--- src/rtl/program_loader_if.sv ---
// Command handshake and instruction-memory write bus shared by the program loader
// and whatever feeds it commands / receives its writes.
interface program_loader_if;
  logic        cmd_valid;
  logic        cmd_ready;
  logic        cmd_kind;
  logic [2:0]  cmd_funct3;
  logic [4:0]  cmd_rd;
  logic [4:0]  cmd_rs1;
  logic [4:0]  cmd_rs2;
  logic [12:0] cmd_imm;
  logic        cmd_last;
  logic        mem_we;
  logic [31:0] mem_addr;
  logic [31:0] mem_wdata;

  modport slave (
    input  cmd_valid, cmd_kind, cmd_funct3, cmd_rd, cmd_rs1, cmd_rs2, cmd_imm, cmd_last,
    output cmd_ready, mem_we, mem_addr, mem_wdata
  );

  modport master (
    output cmd_valid, cmd_kind, cmd_funct3, cmd_rd, cmd_rs1, cmd_rs2, cmd_imm, cmd_last,
    input  cmd_ready, mem_we, mem_addr, mem_wdata
  );
endinterface

--- src/rtl/program_loader.sv ---
// Encodes OP-IMM / branch commands into RV32 words and writes them to consecutive
// instruction-memory addresses; an accepted command is staged one cycle before its write.
module program_loader #(
  parameter logic [31:0] BASE_ADDR = 32'h0000_0000,
  parameter int          MAX_WORDS = 256
) (
  input  logic              clk,
  input  logic              rst,
  input  logic              start,
  program_loader_if.slave   bus,
  output logic              busy,
  output logic              done,
  output logic              err
);

  localparam logic [15:0] MAX_W = 16'(MAX_WORDS);

  typedef enum logic [1:0] {
    S_IDLE = 2'd0,
    S_LOAD = 2'd1,
    S_DONE = 2'd2
  } state_t;

  function automatic logic [31:0] encode_i(input logic [12:0] imm, input logic [4:0] rs1,
                                           input logic [2:0] f3, input logic [4:0] rd);
    return {imm[11:0], rs1, f3, rd, 7'b0010011};
  endfunction

  function automatic logic [31:0] encode_b(input logic [12:0] imm, input logic [4:0] rs2,
                                           input logic [4:0] rs1, input logic [2:0] f3);
    return {imm[12], imm[10:5], rs2, rs1, f3, imm[4:1], imm[11], 7'b1100011};
  endfunction

  // I-type needs imm to fit in 12 signed bits; B-type needs an even offset
  function automatic logic cmd_legal(input logic kind, input logic [12:0] imm);
    logic ok;
    if (kind == 1'b0) begin
      ok = (imm[12] == imm[11]);
    end else begin
      ok = (imm[0] == 1'b0);
    end
    return ok;
  endfunction

  state_t      state_q, state_d;
  logic [31:0] addr_q, addr_d;
  logic [15:0] cnt_q, cnt_d;
  logic        pend_q, pend_d;
  logic        pend_we_q, pend_we_d;
  logic        pend_last_q, pend_last_d;
  logic [31:0] pend_addr_q, pend_addr_d;
  logic [31:0] pend_word_q, pend_word_d;
  logic        mem_we_q, mem_we_d;
  logic [31:0] mem_addr_q, mem_addr_d;
  logic [31:0] mem_wdata_q, mem_wdata_d;
  logic        cmd_ready_q, cmd_ready_d;
  logic        busy_q, busy_d;
  logic        done_q, done_d;
  logic        err_q, err_d;

  logic        accept_s;
  logic [31:0] word_s;
  logic        legal_s;

  // Next-state, staging and registered-output computation
  always_comb begin
    state_d     = state_q;
    addr_d      = addr_q;
    cnt_d       = cnt_q;
    pend_d      = 1'b0;
    pend_we_d   = pend_we_q;
    pend_last_d = pend_last_q;
    pend_addr_d = pend_addr_q;
    pend_word_d = pend_word_q;
    mem_we_d    = 1'b0;
    mem_addr_d  = mem_addr_q;
    mem_wdata_d = mem_wdata_q;
    err_d       = err_q;

    accept_s = bus.cmd_valid && cmd_ready_q;
    legal_s  = cmd_legal(bus.cmd_kind, bus.cmd_imm);
    if (bus.cmd_kind == 1'b0) begin
      word_s = encode_i(bus.cmd_imm, bus.cmd_rs1, bus.cmd_funct3, bus.cmd_rd);
    end else begin
      word_s = encode_b(bus.cmd_imm, bus.cmd_rs2, bus.cmd_rs1, bus.cmd_funct3);
    end

    if (pend_q && pend_we_q) begin
      mem_we_d    = 1'b1;
      mem_addr_d  = pend_addr_q;
      mem_wdata_d = pend_word_q;
    end else begin
      mem_we_d    = 1'b0;
    end

    case (state_q)
      S_IDLE, S_DONE: begin
        if (start) begin
          state_d = S_LOAD;
          addr_d  = BASE_ADDR;
          cnt_d   = 16'd0;
          err_d   = 1'b0;
        end else begin
          state_d = state_q;
        end
      end
      S_LOAD: begin
        if (pend_q && pend_last_q) begin
          state_d = S_DONE;
        end else if (cnt_q >= MAX_W) begin
          err_d   = 1'b1;
          state_d = S_DONE;
        end else if (accept_s) begin
          pend_d      = 1'b1;
          pend_last_d = bus.cmd_last;
          // Address/count advance at acceptance so back-to-back commands see fresh values
          if (legal_s) begin
            pend_we_d   = 1'b1;
            pend_addr_d = addr_q;
            pend_word_d = word_s;
            addr_d      = addr_q + 32'd4;
            cnt_d       = cnt_q + 16'd1;
          end else begin
            pend_we_d   = 1'b0;
            err_d       = 1'b1;
          end
        end else begin
          state_d = S_LOAD;
        end
      end
      default: begin
        state_d = S_IDLE;
      end
    endcase

    cmd_ready_d = (state_d == S_LOAD) && (cnt_d < MAX_W) && !(pend_d && pend_last_d);
    busy_d      = (state_d == S_LOAD) || pend_d;
    done_d      = (state_d == S_DONE);
  end

  // State and output registers with synchronous reset
  always_ff @(posedge clk) begin
    if (rst) begin
      state_q     <= S_IDLE;
      addr_q      <= BASE_ADDR;
      cnt_q       <= 16'd0;
      pend_q      <= 1'b0;
      pend_we_q   <= 1'b0;
      pend_last_q <= 1'b0;
      pend_addr_q <= BASE_ADDR;
      pend_word_q <= 32'd0;
      mem_we_q    <= 1'b0;
      mem_addr_q  <= BASE_ADDR;
      mem_wdata_q <= 32'd0;
      cmd_ready_q <= 1'b0;
      busy_q      <= 1'b0;
      done_q      <= 1'b0;
      err_q       <= 1'b0;
    end else begin
      state_q     <= state_d;
      addr_q      <= addr_d;
      cnt_q       <= cnt_d;
      pend_q      <= pend_d;
      pend_we_q   <= pend_we_d;
      pend_last_q <= pend_last_d;
      pend_addr_q <= pend_addr_d;
      pend_word_q <= pend_word_d;
      mem_we_q    <= mem_we_d;
      mem_addr_q  <= mem_addr_d;
      mem_wdata_q <= mem_wdata_d;
      cmd_ready_q <= cmd_ready_d;
      busy_q      <= busy_d;
      done_q      <= done_d;
      err_q       <= err_d;
    end
  end

  assign bus.cmd_ready = cmd_ready_q;
  assign bus.mem_we    = mem_we_q;
  assign bus.mem_addr  = mem_addr_q;
  assign bus.mem_wdata = mem_wdata_q;
  assign busy          = busy_q;
  assign done          = done_q;
  assign err           = err_q;

endmodule

--- src/flat_wrapper.sv ---
// flat-port wrapper written by rule: the top's interface ports become plain ports
module program_loader_flat 
#(
  parameter logic [31:0] BASE_ADDR = 32'h0000_0000,
  parameter int          MAX_WORDS = 256
)
  (clk, rst, start, busy, done, err, bus_cmd_valid, bus_cmd_kind, bus_cmd_funct3, bus_cmd_rd, bus_cmd_rs1, bus_cmd_rs2, bus_cmd_imm, bus_cmd_last, bus_cmd_ready, bus_mem_we, bus_mem_addr, bus_mem_wdata);
  program_loader_if bus_i ();
  input  logic clk;
  input  logic rst;
  input  logic start;
  output logic busy;
  output logic done;
  output logic err;
  input wire logic [$bits(bus_i.cmd_valid)-1:0] bus_cmd_valid;
  input wire logic [$bits(bus_i.cmd_kind)-1:0] bus_cmd_kind;
  input wire logic [$bits(bus_i.cmd_funct3)-1:0] bus_cmd_funct3;
  input wire logic [$bits(bus_i.cmd_rd)-1:0] bus_cmd_rd;
  input wire logic [$bits(bus_i.cmd_rs1)-1:0] bus_cmd_rs1;
  input wire logic [$bits(bus_i.cmd_rs2)-1:0] bus_cmd_rs2;
  input wire logic [$bits(bus_i.cmd_imm)-1:0] bus_cmd_imm;
  input wire logic [$bits(bus_i.cmd_last)-1:0] bus_cmd_last;
  output wire logic [$bits(bus_i.cmd_ready)-1:0] bus_cmd_ready;
  output wire logic [$bits(bus_i.mem_we)-1:0] bus_mem_we;
  output wire logic [$bits(bus_i.mem_addr)-1:0] bus_mem_addr;
  output wire logic [$bits(bus_i.mem_wdata)-1:0] bus_mem_wdata;
  assign bus_i.cmd_valid = bus_cmd_valid;
  assign bus_i.cmd_kind = bus_cmd_kind;
  assign bus_i.cmd_funct3 = bus_cmd_funct3;
  assign bus_i.cmd_rd = bus_cmd_rd;
  assign bus_i.cmd_rs1 = bus_cmd_rs1;
  assign bus_i.cmd_rs2 = bus_cmd_rs2;
  assign bus_i.cmd_imm = bus_cmd_imm;
  assign bus_i.cmd_last = bus_cmd_last;
  assign bus_cmd_ready = bus_i.cmd_ready;
  assign bus_mem_we = bus_i.mem_we;
  assign bus_mem_addr = bus_i.mem_addr;
  assign bus_mem_wdata = bus_i.mem_wdata;
  program_loader #(.BASE_ADDR(BASE_ADDR), .MAX_WORDS(MAX_WORDS)) u_core (.clk(clk), .rst(rst), .start(start), .bus(bus_i), .busy(busy), .done(done), .err(err));
endmodule
--- config.mk ---
export PLATFORM = sky130hd
export DESIGN_NAME = program_loader_flat
export DESIGN_NICKNAME = d
export VERILOG_FILES = /design/src/rtl/program_loader_if.sv /design/src/rtl/program_loader.sv /design/src/flat_wrapper.sv
export SDC_FILE = /design/constraint.sdc
export NUM_CORES = 1
export LEC_CHECK = 0
export ABC_AREA = 1
export ABC_CLOCK_PERIOD_IN_PS = 3000
export BUFFER_PORTS_ARGS = -buffer_cell sky130_fd_sc_hd__buf_2
export CAP_MARGIN = 10
export CORE_UTILIZATION = 45
export CTS_CLUSTER_DIAMETER = 80
export DETAILED_ROUTE_END_ITERATION = 10
export PLACE_DENSITY_LB_ADDON = 0.15
export SKIP_CTS_REPAIR_TIMING = 1
export SKIP_LAST_GASP = 1
export SLEW_MARGIN = 0
export SYNTH_ARGS = -nofsm -noshare
export SYNTH_HDL_FRONTEND = slang
export SYNTH_SLANG_ARGS = --single-unit
--- constraint.sdc ---
create_clock -name clk -period 3 [get_ports clk]
set_input_delay 0.6 -clock clk [delete_from_list [all_inputs] [get_ports clk]]
set_output_delay 0.6 -clock clk [all_outputs]
set_load 0.02 [all_outputs]
==> results.json <==
{
  "critPathMaxFanout": 35,
  "cts-root-buf": "clkbuf_16",
  "ios": 106,
  "crit_type": "reg2reg",
  "min_path_type": "in2reg",
  "register_area_um2": 3440,
  "diodes": 0,
  "grt_pass1_vias": 5787,
  "antenna_left": 0,
  "htreeDepth": 4,
  "use_met3_pct": 3.87,
  "tritoncts.num_buffers": 17,
  "worstPathCellList": "nor2_1 > nor2_1 > inv_1 > o21ai_4 > buf_4 > nand2_1 > nand2_1 > nand2_1 > nor2_1",
  "grt_setup_unrepaired": "no",
  "reg2reg_depth": 9,
  "crit_arrival_ns": 2.29,
  "firstDrtPassIters": 5,
  "cpPeakStageDelay_ns": 0.38,
  "gr-total-overflow": 0,
  "drive_gt1_share_pct": 13.4,
  "met1_usage_pct": 28.9,
  "path_clk_slew_ns": 0.07,
  "route.detailed.drc": 0,
  "grt_util_all_layers_pct": 21.1,
  "final_cell_mix": "nor2_1 (312), nand2_1 (209), dfxtp_1 (172)",
  "gp_congestion": 0.858,
  "finalMaxSlewViolations": 0,
  "synthCells": 1044,
  "min_to": "u_core.pend_word_q[18]",
  "ir_worst_vdd_v": 0.000396,
  "clock_sinks": 172,
  "met2_usage_pct": 33.5,
  "wl_per_cell_um": 12.4,
  "tns_ns": 0,
  "p_leak_uw": 0.00354,
  "hpwlAfterDp_um": 11100,
  "layout.nets": 1158,
  "drt_iter0_markers": 348,
  "worstReg2RegStart": "u_core.state_q[0]",
  "power.density_nw_per_um2": 580,
  "antenna_found_initial": 0,
  "max_freq_mhz": 520,
  "min_path_cells": 3,
  "area_delta_synth_final_pct": 16.7,
  "synth_area_per_cell_um2": 6.90,
  "end_kind": "flop",
  "syn-cell-area_um2": 7200,
  "timing.final.crit_share_pct": 64.1,
  "ys_seq_elements": 172,
  "vias": 6430,
  "grt-busiest-layer": "met2",
  "maxCapViolCount": 0,
  "outcome": "finished, final reports clean",
  "min_from": "bus_cmd_rs1[3]",
  "initial_core_util_pct": 46.7,
  "portBuffers": 101,
  "worstMarginPinSlew_ns": 1.08,
  "die_area_um2": 16500,
  "routed_wl_um": 16600,
  "skew_ns": 0.00717,
  "maxSlewHeadroom_pct": 27.7,
  "clk-insertion-delay-late_ns": 0.43,
  "ys_warn_count": 0,
  "rrSetupSlack_ns": 1.08,
  "setup_viol": 0,
  "period_minus_slack_ns": 1.92,
  "ys_seq_area_share_pct": 47.8,
  "cts_max_path_buffers": 2,
  "die_y_um": 128,
  "slowest_stage": "dfxtp_1",
  "fillers": 1617,
  "grt_max_degree": 82,
  "die_w_um": 128,
  "required_ns": 3.36,
  "power_uw": 4870,
  "cts_tree": "done",
  "core_um2": 15400,
  "multiInputGateArea_um2": 3300,
  "critPathLaunchType": "flop",
  "hold_violations": 0,
  "final_common_cell": "nor2_1",
  "synth_cell_types": 27,
  "reg2reg_to": "u_core.addr_q[5]",
  "grt_pass1_wl_um": 27800,
  "rows": 45,
  "routed_via_density": 4.79
}
## stage by stage
step	std cells	area, µm²	hold WS [ns]	util (%)	setup slack, ns
after floorplan	1047	7210	0.419	-	1.25
after global placement	1310	7780	0.429	50.4	0.679
after detailed placement	1310	7780	0.428	50.4	0.663
after CTS	1342	8400	0.396	54.5	1.09
after global routing	1342	8400	0.410	54.5	0.891
final	1342	8400	0.405	54.5	1.08
## worst max-delay path: cells and delay by family (launching register included)
kind	cells	cell delay [ns]
compound gates	1	0.12
simple gates	6	0.68
buf+inv	2	0.65
flops	1	0.38
## power by group
group          internal (µW)  total (µW)  switching [µW]
clock network           1350        2300             948
registers               2310        2320            12.8
logic                   70.5         253             183
## sequential cells by signal (all words and copies together) (netlist names)
name,flops
u_core.pend_addr_q,30
u_core.pend_last_q,1
u_core.state_q,2
u_core.done,1
u_core.pend_word_q,28
u_core.bus.mem_we,1
u_core.cnt_q,16
u_core.bus.mem_addr,30
u_core.busy,1
u_core.err,1
u_core.bus.mem_wdata,28
u_core.bus.cmd_ready,1
u_core.addr_q,30
u_core.pend_we_q,1
u_core.pend_q,1
## final cells by class
type                            count  area share [%]
Clock inverter                     14            2.19
Tap cell                          211            3.14
Multi-Input combinational cell    766            39.2
Inverter                           51            2.28
Clock buffer                       18            5.23
Sequential cell                   172            41.0
Timing Repair Buffer              110            6.97
## routing by layer
layer	up-vias	part of all wire [%]	wire length, µm
li1	3430	-	-
met4	0	1.2	198
met1	2849	51	8410
met2	136	44	7330
met5	-	0	0
met3	15	4.3	711
## kinds of logic (layout without fill, tap and decap cells)
kind of cell	Yosys count	in the layout	share of synthesized area [%]
compound gates	173	173	12.3
xor+xnor	12	12	1.46
fa+ha+maj	3	3	0.521
buf+inv	109	193	6.57
flops	172	172	47.8
other cells	1	4	0.0521
simple gates	574	574	31.3
## worst max-delay path by stage
| stage | startpoint | endpoint | slack [ns] | cells past startpoint |
|---|---|---|---|---|
| after CTS | u_core.state_q[0] | u_core.addr_q[5] | 1.09 | 9 |
| final | u_core.state_q[0] | u_core.addr_q[5] | 1.08 | 9 |
| after detailed placement | bus_cmd_kind | u_core.pend_word_q[6] | 0.66 | 9 |
| after global routing | u_core.state_q[0] | u_core.addr_q[20] | 0.89 | 9 |
| after global placement | bus_cmd_kind | u_core.pend_word_q[6] | 0.68 | 9 |
| after floorplan | bus_cmd_imm[11] | u_core.pend_addr_q[12] | 1.25 | 10 |
## synth_stat cells
cell type | instances | share of area (%)
nand2_1 | 209 | 11
buf_2 | 12 | 0.83
nor2_4 | 2 | 0.31
buf_1 | 3 | 0.16
inv_2 | 2 | 0.10
o311ai_0 | 1 | 0.12
nor3_1 | 2 | 0.14
nor4_1 | 1 | 0.087
nand3_4 | 1 | 0.24
buf_4 | 9 | 0.94
ha_1 | 3 | 0.52
buf_6 | 2 | 0.31
o21ai_0 | 108 | 7.5
nor2_2 | 2 | 0.17
o211ai_1 | 1 | 0.10
dfxtp_1 | 172 | 48
o21ai_4 | 1 | 0.23
clkbuf_1 | 32 | 1.7
xor2_1 | 12 | 1.5
clkinv_1 | 1 | 0.052
o21ai_1 | 3 | 0.21
conb_1 | 1 | 0.052
nand3_1 | 41 | 2.8
nor2_1 | 312 | 16
a21oi_1 | 59 | 4.1
inv_1 | 48 | 2.5
nand4_1 | 4 | 0.35
No activity file was read; power rests on OpenSTA's default activity.
